### config.mk
export PLATFORM = sky130hd
export DESIGN_NAME = fifo_alu_sequencer
export DESIGN_NICKNAME = d
export VERILOG_FILES = /design/src/rtl/fifo_alu_sequencer.sv
export SDC_FILE = /design/constraint.sdc
export NUM_CORES = 1
export LEC_CHECK = 0
export ABC_AREA = 1
export CORE_ASPECT_RATIO = 1.2
export CORE_MARGIN = 2
export CORE_UTILIZATION = 39
export CTS_BUF_LIST = sky130_fd_sc_hd__clkbuf_16
export CTS_CLUSTER_DIAMETER = 100
export DETAILED_ROUTE_END_ITERATION = 10
export PLACE_DENSITY_LB_ADDON = 0.25
export REMOVE_ABC_BUFFERS = 1
export SYNTH_ARGS = -nofsm -noshare
export SYNTH_HDL_FRONTEND = slang
export SYNTH_SLANG_ARGS = --single-unit
### constraint.sdc
create_clock -name clk -period 1.8 [get_ports clk]
set_input_delay 0.27 -clock clk [delete_from_list [all_inputs] [get_ports clk]]
set_output_delay 0.27 -clock clk [all_outputs]
set_load 0.01 [all_outputs]
### src/rtl/fifo_alu_sequencer.sv
// Packet sequencer: pulls 5-byte packets (header, A, B) from a byte FIFO,
// issues one ALU operation per packet and holds the result for a ready/valid sink.
module fifo_alu_sequencer #(
  parameter int TIMEOUT = 64
) (
  input  logic        clk,
  input  logic        rst_n,
  input  logic [7:0]  fifo_data_out,
  input  logic        fifo_empty,
  output logic        fifo_rd_en,
  output logic [15:0] alu_a,
  output logic [15:0] alu_b,
  output logic [2:0]  alu_operation,
  output logic        alu_start,
  input  logic [15:0] alu_result,
  input  logic        alu_done,
  input  logic        alu_overflow,
  output logic [15:0] res_data,
  output logic        res_ovf,
  output logic        res_valid,
  input  logic        res_ready,
  output logic        err_hdr,
  output logic        err_timeout,
  output logic [7:0]  pkt_count
);

  localparam int CW = $clog2(TIMEOUT + 1);

  typedef enum logic [2:0] {FETCH, CAPT, ISSUE, WAIT_ALU, OUTPUT} state_t;

  state_t      r_state, w_next;
  logic [2:0]  r_idx;
  logic [CW-1:0] r_cnt;
  logic [15:0] r_a, r_b, r_res;
  logic [2:0]  r_op;
  logic        r_ovf, r_err_hdr, r_err_to;
  logic [7:0]  r_pkt;
  logic        w_hdr_bad, w_timeout;

  assign w_hdr_bad = (r_idx == 3'd0) && (fifo_data_out[7:3] != 5'd0);
  assign w_timeout = (r_cnt == CW'(TIMEOUT - 1));

  always_ff @(posedge clk or negedge rst_n) begin
    if (!rst_n) r_state <= FETCH;
    else        r_state <= w_next;
  end

  always_comb begin
    w_next     = r_state;
    fifo_rd_en = 1'b0;
    alu_start  = 1'b0;
    res_valid  = 1'b0;
    case (r_state)
      FETCH: begin
        // Gated by rst_n so no read strobe escapes while reset is held.
        fifo_rd_en = !fifo_empty && rst_n;
        if (!fifo_empty) w_next = CAPT;
      end
      CAPT:     w_next = (r_idx == 3'd4) ? ISSUE : FETCH;
      ISSUE: begin
        alu_start = 1'b1;
        w_next    = WAIT_ALU;
      end
      WAIT_ALU: if (alu_done || w_timeout) w_next = OUTPUT;
      OUTPUT: begin
        res_valid = 1'b1;
        if (res_ready) w_next = FETCH;
      end
      default:  w_next = FETCH;
    endcase
  end

  always_ff @(posedge clk or negedge rst_n) begin
    if (!rst_n) begin
      r_idx     <= 3'd0;
      r_cnt     <= '0;
      r_a       <= 16'd0;
      r_b       <= 16'd0;
      r_op      <= 3'd0;
      r_res     <= 16'd0;
      r_ovf     <= 1'b0;
      r_err_hdr <= 1'b0;
      r_err_to  <= 1'b0;
      r_pkt     <= 8'd0;
    end else begin
      case (r_state)
        CAPT: begin
          // A bad header is dropped in place so the next byte is tried as a header.
          if (w_hdr_bad) begin
            r_err_hdr <= 1'b1;
          end else begin
            case (r_idx)
              3'd0:    r_op      <= fifo_data_out[2:0];
              3'd1:    r_a[15:8] <= fifo_data_out;
              3'd2:    r_a[7:0]  <= fifo_data_out;
              3'd3:    r_b[15:8] <= fifo_data_out;
              default: r_b[7:0]  <= fifo_data_out;
            endcase
            r_idx <= (r_idx == 3'd4) ? 3'd0 : r_idx + 3'd1;
          end
        end
        ISSUE: r_cnt <= '0;
        WAIT_ALU: begin
          if (alu_done) begin
            r_res <= alu_result;
            r_ovf <= alu_overflow;
          end else if (w_timeout) begin
            r_err_to <= 1'b1;
            r_res    <= 16'hFFFF;
            r_ovf    <= 1'b1;
          end else begin
            r_cnt <= r_cnt + 1'b1;
          end
        end
        OUTPUT: if (res_ready) r_pkt <= r_pkt + 8'd1;
        default: ;
      endcase
    end
  end

  assign alu_a         = r_a;
  assign alu_b         = r_b;
  assign alu_operation = r_op;
  assign res_data      = r_res;
  assign res_ovf       = r_ovf;
  assign err_hdr       = r_err_hdr;
  assign err_timeout   = r_err_to;
  assign pkt_count     = r_pkt;

endmodule

## Word level (Yosys, flattened, before mapping)

Index checks and enable logic that the tools add are counted.

- Add/sub/neg operators: 3
- Eq/ne operators: 14
- Multiplexer cells: 16
- Bitwise gates (word level): 3
- Reductions and logical operators: 22

Operators with widths:

| cell | number |
|---|---|
| $mux W16 | 2 |
| $reduce_and A3 Y1 | 8 |
| $pmux W3 S5 | 1 |
| $mux W7 | 2 |
| $pmux W7 S2 | 1 |
| $eq A3 B2 Y1 const B | 4 |
| $mux W3 | 4 |
| $ne A2 B2 Y1 const B | 5 |
| $add A8 B1 Y8 const B | 1 |
| $reduce_and A2 Y1 | 4 |
| $add A7 B1 Y7 const B | 1 |
| $eq A7 B6 Y1 const B | 1 |
| $eq A3 B1 Y1 const B | 2 |
| $eq A3 B3 Y1 const B | 2 |
| $logic_not A3 Y1 | 2 |
| $mux W1 | 5 |
| $reduce_bool A5 Y1 | 1 |
| $reduce_bool A2 Y1 | 2 |
| $reduce_or A4 Y1 | 1 |
| $add A3 B1 Y3 const B | 1 |
| $not A1 Y1 | 3 |
| $logic_and A1 B1 Y1 | 2 |
| $mux W2 | 1 |
| $logic_not A1 Y1 | 1 |
| $logic_or A1 B1 Y1 | 1 |

- Register bits: 75
- Input port bits: 30

## Logic depth before layout (Yosys ltp)

- Word-level depth: 4
- Gate-level depth with buffers: 9

## Least setup slack after synthesis

Ideal clock, no wire load.

- Kind: reg-to-reg
- From: register r_idx[0]
- To: register r_b[6] (netlist: alu_b[6])
- Setup time: 0.121 ns
- Arrival: 1.484 ns
- Slack: 0.195 ns
- Cell stages (with the launch flop): 9
- Buffers on the path: 2
- Clock period less this slack: 1.605 ns
- Cell sequence: dfrtp_1 ha_1 ha_1 clkbuf_1 nor2_1 nand3_2 buf_6 nand2_1 o21ai_1

- Cells in the longest elaborated chain, start to end: 4
- Elaborated cells on any way between the ends: 9
- Classes of those cells: 3 x eq/ne; 2 x bitwise; 4 x reduce/logical

Ends and longest elaborated chain:

| item | line | RTL |
|---|---|---|
| start: declaration | 32 | `logic [2:0] r_idx;` |
| start signal: assignment | 99 | `r_idx <= (r_idx == 3'd4) ? 3'd0 : r_idx + 3'd1;` |
| $eq A3 B2 Y1, or another cell as far along | 92 | `case (r_idx)` |
| $reduce_or A4 Y1 (no line) or $logic_and A1 B1 Y1 (tied branches) | n/a |  |
| $not A1 Y1 (no line) | n/a |  |
| $reduce_and A3 Y1 (no line) (*) | n/a |  |
| end signal: assignment | 97 | `default: r_b[7:0] <= fifo_data_out;` |
| end: declaration | 34 | `logic [15:0] r_a, r_b, r_res;` |

Mark *: on every way between the ends. The rest lies on a longest branch, timed or not.
A chain may end at the register's enable or synchronous reset.

## Worst setup path in the final report

- From: register r_state[2]
- To: output port alu_start

- Cells in the longest elaborated chain, start to end: 2

Ends and longest elaborated chain:

| item | line | RTL |
|---|---|---|
| start: declaration | 31 | `state_t r_state, w_next;` |
| start signal: assignment | 45 | `else r_state <= w_next;` |
| $eq A3 B2 Y1 | 53 | `case (r_state)` |
| $mux W1 | 53 |  |
| end: declaration | 14 | `output logic alu_start,` |

No other way between the ends.

==> results.yml <==
placed_design:
  place_ws_ns: -0.02454
  portBuffers: 94
  placed_area_um2: 4616
  dp_hpwl_mm: 5.976
  routabilityCongestion: 0.8118
outcome:
  status: "completed"
clock_network:
  root_buffer: "clkbuf_16"
  clk_pin_slew_ns: 0.06
  cts-buffers-inserted: 9
  cts.sinks: 75
  insertion_delay_ns: 0.33
  tritoncts: "done"
  cts_buffer_depth: 2
  ctsHoldBuffers: 0
  cts.htree.levels: 3
sta:
  rsz0062_at_grt: "no"
  max_slew_margin_pct: 37.68
  hold_viol: 0
  finalMaxSlewViolations: 0
  fin_ws_ns: 0.1150
  fin_crit_sh_pct: 93.61
  tightest_slew_ns: 0.9347
  fmax_ghz: 0.5935
  setup_violations: 0
  tns_ns: 0
  period_minus_slack_ns: 1.685
  fin_skew_ns: 0.007891
synthesis:
  syn-mean-instance-area_um2: 8.629
  synth_cells: 397
  yosysSeqAreaShare_pct: 54.78
  netlist_area_um2: 3426
  yosysWarnings: 0
  ys_ff_latch: 75
  yosysUniqueCellTypes: 27
critical_path:
  startpoint_type: "flop"
  crit_path_end_kind: "output pin"
  crit_fanout: 3
  critical_path_class: "flop to output pin"
  cp_data_arrival_time_ns: 1.42
  cp_data_required_time_ns: 1.53
routing:
  vias_per_cell: 4.814
  wire_per_inst_um: 13.38
  vias: 3052
  drt_wl_total_mm: 8.484
  drc: 0
  ant_nets: 0
  drtPass1Iterations: 5
  drt_iter0_drc: 156
final_layout:
  nets: 550
  synthToLayoutAreaGrowth_pct: 44.30
  regArea_um2: 1878
  fin_area_um2: 4943
  multi_input_area_um2: 1297
  antenna_cells: 0
  fill_cells: 755
  mostFrequentLayoutCell: "nand2_1"
  final_cell_mix: "nand2_1, clkdlybuf4s50_1, dfrtp_1"
  layout-drive-gt1-share_pct: 11.41
power_and_ir_drop:
  p_per_area_nw_per_um2: 1656
  cellLeakagePower_nw: 2.493
  power_mw: 8.189
  p_sw_share_pct: 35.11
  power_frac_comb_pct: 43.0
  vdd_drop_max_mv: 0.8333
  sequentialPowerShare_pct: 34.5
  switchingPower_mw: 2.875
  pwr-share-clk_pct: 22.5
  internal-power_mw: 5.314
floorplanning:
  die_w_um: 89.56
  io-pin-count: 95
  rows: 37
  die_h_um: 106.7
  start_util_pct: 40.00
  die_area_um2: 9553
  core_um2: 8564
flow_run:
  max-cap-violations: 0
min_path:
  worstHoldPathType: "input pin to asynchronous set/reset pin"
global_route:
  grt_pass1_wl_mm: 13.65
  grt_usage_pct: 18.23
  grt_pass1_vias: 2974
  grt_remaining_overflow: 0
  antenna_found_initial: 0
  grt_max_degree: 76
-- Yosys cell counts (all sizes together) --
cell type	instances	area share [%]
nand2	119	13
dfrtp	75	55
inv	51	5.6
nor2	37	4.3
nand4	28	5.1
o21ai	19	2.8
nand3	18	3.2
a21oi	17	2.5
buf	11	2.2
ha	7	2.6
xor2	5	1.3
nor3	3	0.91
xnor2	2	0.51
a21boi	1	0.22
a31o	1	0.26
clkbuf	1	0.11
o211ai	1	0.22
o21bai	1	0.22
-- layer usage --
layer | track usage (%) | part of all wire (%)
met2 | 29.04 | 48
met3 | 4.003 | 5.3
met4 | 6.716 | 1.5
met1 | 24.09 | 46
met5 | 0 | 0
-- state kept, by name (all words and copies together), names as in the netlist --
name	count
r_state	3
r_idx	3
r_cnt	7
res_ovf	1
alu_b	16
alu_operation	3
res_data	16
err_hdr	1
pkt_count	8
alu_a	16
err_timeout	1
-- critical path: stages, from the launching register on --
cell,delay [ns]
dfrtp_1,0.39
buf_4,0.16
nor2_1,0.13
nand2_1,0.10
inv_1,0.06
dlygate4sd2_1,0.26
-- cells by family (layout without fill, tap and decap cells) --
family          count (synthesis)  count (layout)  synth area share (%)
flops                          75              75                 54.78
xor+xnor                        7               7                 1.790
compound gates                 40              40                 6.173
fa+ha+maj                       7               7                 2.556
simple gates                  205             205                 26.77
buf+inv                        63             183                 7.925
-- area by class of cell --
type | instances | area share, %
tap | 117 | 2.961
multi-input combinational | 259 | 26.25
clock inverter | 6 | 1.645
sequential | 75 | 37.99
clock buffer | 9 | 4.556
timing repair buffer | 117 | 22.73
inverter | 51 | 3.872
-- path summary, 6_finish.rpt --
check	startpoint	to	slack, ns	cells after the start
worst max-delay path	r_state[2]	alu_start	0.11	5
worst min register to register	err_timeout	err_timeout	0.47	1
worst min-delay path	rst_n	pkt_count[6]	0.19	2
max in group asynchronous	rst_n	r_state[0]	0.97	2
worst max register to register	r_state[2]	alu_b[12]	0.11	6
min in group clk	err_timeout	err_timeout	0.47	1
-- power by group through the flow --
stage / Clock, mW / Combinational (mW) / Sequential [mW]
after global routing: 1.95 / 3.91 / 2.90
after CTS: 1.89 / 3.51 / 2.82
after detailed placement: 0 / 3.50 / 2.82
final: 1.85 / 3.52 / 2.82
after global placement: 0 / 3.41 / 2.82
after floorplan: 0 / 1.27 / 3.03
-- metrics by stage --
| step | instances | hold WS, ns | utilization [%] |
|---|---|---|---|
| floorplan | 385 | -0.02559 | - |
| global placement | 619 | 0.4581 | 53.89 |
| detailed placement | 619 | 0.4590 | 53.89 |
| CTS | 634 | 0.2350 | 57.50 |
| global route | 634 | 0.2815 | 57.72 |
| finish | 634 | 0.1948 | 57.72 |
-- what timing repair did --
item,4_1_cts,5_1_grt
setup buffers,0,0
resized for setup,3,5
setup endpoints to repair,3,21
Power figures use the tool's default switching activity.
